==> config.mk <==
export PLATFORM = sky130hd
export DESIGN_NAME = enemy_attack_ctrl_flat
export DESIGN_NICKNAME = d
export VERILOG_FILES = /design/src/rtl/enemy_attack_ctrl_if.sv /design/src/rtl/enemy_attack_ctrl.sv /design/src/flat_wrapper.sv
export SDC_FILE = /design/constraint.sdc
export NUM_CORES = 1
export LEC_CHECK = 0
export CORE_ASPECT_RATIO = 0.9
export CORE_MARGIN = 2
export CORE_UTILIZATION = 64
export CTS_CLUSTER_SIZE = 20
export DETAILED_ROUTE_END_ITERATION = 12
export GPL_TIMING_DRIVEN = 1
export PLACE_DENSITY = 0.89
export SLEW_MARGIN = 20
export SYNTH_ARGS = -nofsm -noshare
export SYNTH_HDL_FRONTEND = slang
export SYNTH_SLANG_ARGS = --single-unit
export TNS_END_PERCENT = 30
==> constraint.sdc <==
create_clock -name clk -period 5.1 [get_ports clk]
set_input_delay 0.765 -clock clk [delete_from_list [all_inputs] [get_ports clk]]
set_output_delay 0.765 -clock clk [all_outputs]
set_load 0.01 [all_outputs]
==> src/rtl/enemy_attack_ctrl_if.sv <==
`timescale 1ns/1ps
// Bundle between the per-enemy game logic and the attack controller: positions and alive flag in,
// attack status out.
interface enemy_attack_ctrl_if;
  logic       game_frame_clk_rising_edge;
  logic [8:0] player_x;
  logic [8:0] player_y;
  logic [8:0] enemy_x;
  logic [8:0] enemy_y;
  logic       enemy_alive;
  logic       attack_on;
  logic       attack_valid;
  logic [1:0] attack_direction;
  logic [7:0] attack_count;

  modport master (
    output game_frame_clk_rising_edge, player_x, player_y, enemy_x, enemy_y, enemy_alive,
    input  attack_on, attack_valid, attack_direction, attack_count
  );

  modport slave (
    input  game_frame_clk_rising_edge, player_x, player_y, enemy_x, enemy_y, enemy_alive,
    output attack_on, attack_valid, attack_direction, attack_count
  );
endinterface

==> src/rtl/enemy_attack_ctrl.sv <==
`timescale 1ns/1ps
// Per-enemy attack initiator: proximity-gated wind-up / one-frame strike / cooldown, paced by frame ticks.
// Optional macro ENEMY_ATTACK_ABORT_EN: a player leaving range during wind-up cancels the attack.
module enemy_attack_ctrl #(
  parameter int unsigned WINDUP_FRAMES   = 8,
  parameter int unsigned COOLDOWN_FRAMES = 30,
  parameter int unsigned ATTACK_RANGE    = 20,
  parameter int unsigned ENEMY_SIZE      = 26,
  parameter int unsigned PLAYER_SIZE     = 26
) (
  input logic               clk,
  input logic               rst_n,
  enemy_attack_ctrl_if.slave bus
);

  typedef enum logic [1:0] {IDLE, WINDUP, STRIKE, COOLDOWN} state_t;

  localparam logic [9:0] RANGE         = 10'(ATTACK_RANGE);
  localparam logic [9:0] ENEMY_W       = 10'(ENEMY_SIZE);
  localparam logic [9:0] PLAYER_W      = 10'(PLAYER_SIZE);
  localparam logic [9:0] ENEMY_HALF    = 10'(ENEMY_SIZE / 2);
  localparam logic [9:0] PLAYER_HALF   = 10'(PLAYER_SIZE / 2);
  localparam logic [7:0] WINDUP_LAST   = 8'(WINDUP_FRAMES - 1);
  localparam logic [7:0] COOLDOWN_LAST = 8'(COOLDOWN_FRAMES - 1);

  logic [9:0] px, py, ex, ey;
  logic       in_range_x, in_range_y, in_range;

  assign px = {1'b0, bus.player_x};
  assign py = {1'b0, bus.player_y};
  assign ex = {1'b0, bus.enemy_x};
  assign ey = {1'b0, bus.enemy_y};

  // Both sides of each interval test are written as sums so nothing can wrap below zero.
  assign in_range_x = (px + PLAYER_W + RANGE >= ex) && (ex + ENEMY_W + RANGE >= px);
  assign in_range_y = (py + PLAYER_W + RANGE >= ey) && (ey + ENEMY_W + RANGE >= py);
  assign in_range   = in_range_x && in_range_y;

  logic [9:0] pcx, pcy, ecx, ecy, adx, ady;
  logic       player_right, player_below;
  logic [1:0] dir;

  // Dominant axis of the centre-to-centre delta; a tie goes to the horizontal axis.
  always_comb begin
    pcx          = px + PLAYER_HALF;
    pcy          = py + PLAYER_HALF;
    ecx          = ex + ENEMY_HALF;
    ecy          = ey + ENEMY_HALF;
    player_right = (pcx >= ecx);
    player_below = (pcy > ecy);
    adx          = player_right ? (pcx - ecx) : (ecx - pcx);
    ady          = (pcy >= ecy) ? (pcy - ecy) : (ecy - pcy);
    if (adx >= ady) dir = player_right ? 2'd3 : 2'd1;
    else            dir = player_below ? 2'd0 : 2'd2;
  end

  state_t     state;
  logic [7:0] frame_cnt;
  logic       attack_on_q;
  logic       attack_valid_q;
  logic [1:0] attack_dir_q;
  logic [7:0] attack_count_q;

  // A dead enemy drops to IDLE on the very next clock, regardless of frame ticks.
  always_ff @(posedge clk or negedge rst_n) begin
    if (!rst_n) begin
      state          <= IDLE;
      frame_cnt      <= 8'd0;
      attack_on_q    <= 1'b0;
      attack_valid_q <= 1'b0;
      attack_dir_q   <= 2'd0;
      attack_count_q <= 8'd0;
    end else if (!bus.enemy_alive) begin
      state          <= IDLE;
      frame_cnt      <= 8'd0;
      attack_on_q    <= 1'b0;
      attack_valid_q <= 1'b0;
    end else if (bus.game_frame_clk_rising_edge) begin
      case (state)
        IDLE: begin
          if (in_range) begin
            state        <= WINDUP;
            frame_cnt    <= 8'd0;
            attack_dir_q <= dir;
            attack_on_q  <= 1'b1;
          end
        end
        WINDUP: begin
`ifdef ENEMY_ATTACK_ABORT_EN
          if (!in_range) begin
            state       <= IDLE;
            frame_cnt   <= 8'd0;
            attack_on_q <= 1'b0;
          end else
`endif
          if (frame_cnt == WINDUP_LAST) begin
            state          <= STRIKE;
            attack_valid_q <= 1'b1;
          end else begin
            frame_cnt <= frame_cnt + 8'd1;
          end
        end
        STRIKE: begin
          state          <= COOLDOWN;
          frame_cnt      <= 8'd0;
          attack_on_q    <= 1'b0;
          attack_valid_q <= 1'b0;
          if (attack_count_q != 8'hFF) attack_count_q <= attack_count_q + 8'd1;
        end
        COOLDOWN: begin
          if (frame_cnt == COOLDOWN_LAST) begin
            state     <= IDLE;
            frame_cnt <= 8'd0;
          end else begin
            frame_cnt <= frame_cnt + 8'd1;
          end
        end
        default: begin
          state          <= IDLE;
          frame_cnt      <= 8'd0;
          attack_on_q    <= 1'b0;
          attack_valid_q <= 1'b0;
        end
      endcase
    end
  end

  assign bus.attack_on        = attack_on_q;
  assign bus.attack_valid     = attack_valid_q;
  assign bus.attack_direction = attack_dir_q;
  assign bus.attack_count     = attack_count_q;

endmodule

==> src/flat_wrapper.sv <==
// flat-port wrapper written by rule: the top's interface ports become plain ports
module enemy_attack_ctrl_flat 
#(
  parameter int unsigned WINDUP_FRAMES   = 8,
  parameter int unsigned COOLDOWN_FRAMES = 30,
  parameter int unsigned ATTACK_RANGE    = 20,
  parameter int unsigned ENEMY_SIZE      = 26,
  parameter int unsigned PLAYER_SIZE     = 26
)
  (clk, rst_n, bus_game_frame_clk_rising_edge, bus_player_x, bus_player_y, bus_enemy_x, bus_enemy_y, bus_enemy_alive, bus_attack_on, bus_attack_valid, bus_attack_direction, bus_attack_count);
  enemy_attack_ctrl_if bus_i ();
  input logic clk;
  input logic rst_n;
  input wire logic [$bits(bus_i.game_frame_clk_rising_edge)-1:0] bus_game_frame_clk_rising_edge;
  input wire logic [$bits(bus_i.player_x)-1:0] bus_player_x;
  input wire logic [$bits(bus_i.player_y)-1:0] bus_player_y;
  input wire logic [$bits(bus_i.enemy_x)-1:0] bus_enemy_x;
  input wire logic [$bits(bus_i.enemy_y)-1:0] bus_enemy_y;
  input wire logic [$bits(bus_i.enemy_alive)-1:0] bus_enemy_alive;
  output wire logic [$bits(bus_i.attack_on)-1:0] bus_attack_on;
  output wire logic [$bits(bus_i.attack_valid)-1:0] bus_attack_valid;
  output wire logic [$bits(bus_i.attack_direction)-1:0] bus_attack_direction;
  output wire logic [$bits(bus_i.attack_count)-1:0] bus_attack_count;
  assign bus_i.game_frame_clk_rising_edge = bus_game_frame_clk_rising_edge;
  assign bus_i.player_x = bus_player_x;
  assign bus_i.player_y = bus_player_y;
  assign bus_i.enemy_x = bus_enemy_x;
  assign bus_i.enemy_y = bus_enemy_y;
  assign bus_i.enemy_alive = bus_enemy_alive;
  assign bus_attack_on = bus_i.attack_on;
  assign bus_attack_valid = bus_i.attack_valid;
  assign bus_attack_direction = bus_i.attack_direction;
  assign bus_attack_count = bus_i.attack_count;
  enemy_attack_ctrl #(.WINDUP_FRAMES(WINDUP_FRAMES), .COOLDOWN_FRAMES(COOLDOWN_FRAMES), .ATTACK_RANGE(ATTACK_RANGE), .ENEMY_SIZE(ENEMY_SIZE), .PLAYER_SIZE(PLAYER_SIZE)) u_core (.clk(clk), .rst_n(rst_n), .bus(bus_i));
endmodule
==> run_results.csv, run 1 <==
group,metric,value,unit
run_status,status,"aborted with a tool error",
run_status,failed_stage,"global routing (5_1_grt)",
run_status,error_line,"[ERROR GRT-0232] Routing congestion too high. Check the congestion heatmap in the GUI.",
grt,track_usage,0.630,
timing,timing.grt.repair.worst_endpoint,"u_core.bus.attack_direction[1]$_DFFE_PN0P_/D",
place,numPortBuffers,51,
die,num_rows,30,
yosys,yosysSeqAreaShare,0.113,
clocking,clockBufferDepth,2,
die,start_util,0.654,
grt,grt-ovfl-total,3,
place,dp_cells,859,
yosys,yosys_most_used_dff,"dfrtp_1",
yosys,yosysTopAreaCell,"ha_1",
yosys,synth_warnings,0,
clocking,cts_buffers,3,
die,pin_count,52,
yosys,yosysMostFrequentCell,"ha_1",
die,fp.dieH,86.9,um
clocking,cts_root_buf,"clkbuf_8",
yosys,synth_area,0.00489,mm^2
clocking,clock_sinks,22,
timing,endpoint_type,"register data pin",
place,hpwl,11200,um
clocking,h-tree-depth,1,
yosys,syn_inst,621,
yosys,synthTopCellsByCount,"ha_1, inv_1, xnor2_1",
yosys,yosys-top-cells-area,"ha_1, dfrtp_1, xnor2_1",
place,place_congestion,0.928,
clocking,cts-hold-fix-buffers,0,
yosys,synth_top_area_frac,0.251,
yosys,synth_cell_types,60,
yosys,ys_ff_latch,22,
die,die-width,96.1,um
yosys,synth.avg_cell_area,7.87,um^2
yosys,synth_edf_count,0,
yosys,synth_fp_nets,763,
yosys,synthArstFlopShare,1.00,
grt,grt_max_degree,23,
==> cell families after synthesis <==
group / share of synthesized area
fa+ha+maj: 0.267
xor+xnor: 0.129
mux: 0.0384
flops: 0.113
buf+inv: 0.0819
simple gates: 0.157
compound gates: 0.213
==> metrics by stage <==
stage	util	hold slack (ps)	setup TNS (ps)	setup WS, ps	cell area, um^2
4_1_cts	0.873	508	0	3.99	6520
3_5_place_dp	0.836	483	-1210	-656	6240
2_1_floorplan	-	469	0	73.8	4900
3_3_place_gp	0.836	471	-730	-392	6240
==> routing by layer <==
metal,overflow,global-route usage
met1,0,0.622
met2,2,0.812
met3,0,0.495
met4,1,0.587
met5,0,0.0962
==> timing repair <==
item,in CTS
pin swaps,19
resized for setup,39
endpoints found under the setup margin,2
setup buffers,8
hold endpoints to repair,0
==> inputs of run 2 (changes only) <==
CORE_ASPECT_RATIO = not set   (was 0.9)
CORE_UTILIZATION = 40   (was 64)
CTS_CLUSTER_SIZE = not set   (was 20)
PLACE_DENSITY = not set   (was 0.89)
PLACE_DENSITY_LB_ADDON = 0.15   (was not set)
==> run 2 against run 1 <==
The flow now finishes without violations. Synthesized cell count is the same. Area after synthesis is the same.
==> run_results.csv, run 2 <==
group,metric,value,unit
pwr,p_total,1.53,mW
clocking,cts_buffers,3,
place,dp_cells,920,
yosys,synth.avg_cell_area,7.87,um^2
grt,grt_pass1_vias,5137,
timing,slew_viol_final,0,
timing,max_freq,0.202,GHz
layout,syn2layout_area_growth,44.6,%
pwr,power.leakage,3.54,nW
routing,vias,4972,
place,placed_cell_area,0.00638,mm^2
yosys,syn_inst,621,
clocking,clockBufferDepth,2,
layout,n_antenna_cell,0,
yosys,yosysMostFrequentCell,"ha_1",
setup_path,slowest_stage,"a2111o_1",
setup_path,end_kind,"register",
grt,grt_max_degree,23,
clocking,h-tree-depth,1,
clocking,clock_sinks,22,
run_status,status,"completed",
setup_path,crit_buf_inv,5,
layout,fill_cells,1077,
yosys,yosysSeqAreaShare,0.113,
pwr,power_density,217,mW/mm^2
die,num_rows,40,
setup_path,worst-path-max-fanout,5,
die,core,0.0120,mm^2
die,pin_count,52,
layout,stdcell_count,938,
routing,drt_first_pass_iters,4,
place,hpwl,11000,um
yosys,synth_area,0.00489,mm^2
timing,whs,480,ps
routing,wire_per_inst,14.6,um
timing,hold_violations,0,
yosys,synth_warnings,0,
setup_path,critical-path-max-stage-delay,390,ps
clocking,cts-hold-fix-buffers,0,
timing,period_minus_slack,4950,ps
place,numPortBuffers,51,
layout,final_common_cell,"buf_4",
yosys,yosysTopAreaCell,"ha_1",
timing,setup_violations,0,
clocking,worstSkewPairLatency,250,ps
timing,fin_crit_sh,0.970,
clocking,cts_root_buf,"clkbuf_16",
hold_path,worstHoldPathType,"in -> async",
yosys,ys_ff_latch,22,
routing,drt_iter0_markers,201,
routing,routed_via_density,5.30,
die,fp.dieArea,0.0131,mm^2
setup_path,critPathKind,"in -> reg",
yosys,synth_cell_types,60,
routing,wirelength,13700,um
place,place_congestion,0.874,
die,die-width,115,um
timing,slew-limit-headroom,0.568,
setup_path,critPathArrivalTime,5120,ps
timing,rsz0062_at_grt,"true",
yosys,yosys_most_used_dff,"dfrtp_1",
routing,ant_nets,0,
die,start_util,0.409,
die,fp.dieH,115,um
setup_path,crit_family,"compound AO/OA/AOI/OAI gates",
yosys,synth_fp_nets,763,
clocking,cts_tree,"yes",
layout,final_cell_area,0.00707,mm^2
yosys,synthTopCellsByCount,"ha_1, inv_1, xnor2_1",
timing,fin_skew,0.576,ps
yosys,synth_top_area_frac,0.251,
yosys,synthArstFlopShare,1.00,
setup_path,cp-start-kind,"input port",
layout,fin_util,0.591,
layout,finalNetCount,934,
timing,worstMarginPinSlew,645,ps
pwr,peakVddDrop,0.000120,V
run,cap_violations,0,
setup_path,required,5270,ps
layout,drive_above_1_share,0.284,
grt,grt-ovfl-total,0,
yosys,yosys-top-cells-area,"ha_1, dfrtp_1, xnor2_1",
yosys,synth_edf_count,0,
layout,mostFrequentLayoutCells,"buf_4, ha_1, inv_1",
routing,drc,0,
grt,grt_pass1_wl,22100,um
grt,antenna_found_initial,0,
grt,track_usage,0.201,
clocking,cts.clk_slew.worst_paths,60,ps
run 2: cell counts after synthesis:
No cell type changed its count.
run 2: worst paths after layout:
| check | start | end | slack [ps] | cells after the start |
|---|---|---|---|---|
| max | bus_player_x[2] | u_core.bus.attack_direction[1] | 150 | 25 |
| min | rst_n | u_core.bus.attack_count[0] | 480 | 1 |
| max reg2reg | u_core.frame_cnt[0] | u_core.state[0] | 2850 | 7 |
| min reg2reg | u_core.bus.attack_direction[1] | u_core.bus.attack_direction[1] | 500 | 2 |
| max in group asynchronous | rst_n | u_core.state[0] | 4280 | 1 |
| min in group clk | u_core.bus.attack_direction[1] | u_core.bus.attack_direction[1] | 500 | 2 |
run 2: layer usage:
| metal | routed length, um | GRT usage | vias to the layer above | part of all wire |
|---|---|---|---|---|
| met5 | 0 | 0 | - | 0 |
| met4 | 419 | 0.0585 | 0 | 0.031 |
| met3 | 341 | 0.0143 | 32 | 0.025 |
| met2 | 7140 | 0.396 | 97 | 0.52 |
| met1 | 5760 | 0.228 | 2328 | 0.42 |
| li1 | - | - | 2515 | - |
run 2: power breakdown:
part           internal (mW)  switching (mW)
Sequential             0.186         0.00746
Combinational          0.595           0.559
Clock                  0.120          0.0627
run 2: cell type report:
type / count / area [um^2] / area share
Clock buffer: 4 / 88.8 / 0.0126
Inverter: 93 / 350 / 0.0496
Multi-Input combinational cell: 495 / 4420 / 0.626
Sequential cell: 22 / 551 / 0.0779
Tap cell: 147 / 184 / 0.0260
Timing Repair Buffer: 177 / 1470 / 0.208
run 2: logic make-up after synthesis:
group | after synthesis | share of synthesized area
flip-flops | 22 | 0.113
AO/OA/AOI/OAI | 152 | 0.213
buffers and inverters | 104 | 0.0819
XOR/XNOR | 72 | 0.129
multiplexers | 18 | 0.0384
AND/OR/NAND/NOR | 151 | 0.157
adder cells (fa/ha/maj) | 102 | 0.267
run 2: repair_timing:
action / in CTS / in global routing
pin swaps: 18 / 39
setup endpoints to repair: 2 / 2
gates resized for setup: 39 / 100
buffers inserted: 2 / 12
cloned: 0 / 1
endpoints found under the hold margin: 0 / 0
run 2: worst register-to-register path, delay by kind of cell, from the launching register on:
family	cells	cell delay (ps)
and+or+nand+nor	4	1060
AOI/OAI and AO/OA	2	450
DFF	1	410
adders and majority gates	1	230
run 2: stage by stage:
step	TNS, ps	setup WS [ps]
detailed placement	-1130	-608
CTS	0	2.13
finish	0	151
global placement	-839	-449
global route	-68.7	-68.7
floorplan	0	73.8
No activity file was read; power rests on OpenSTA's default activity.
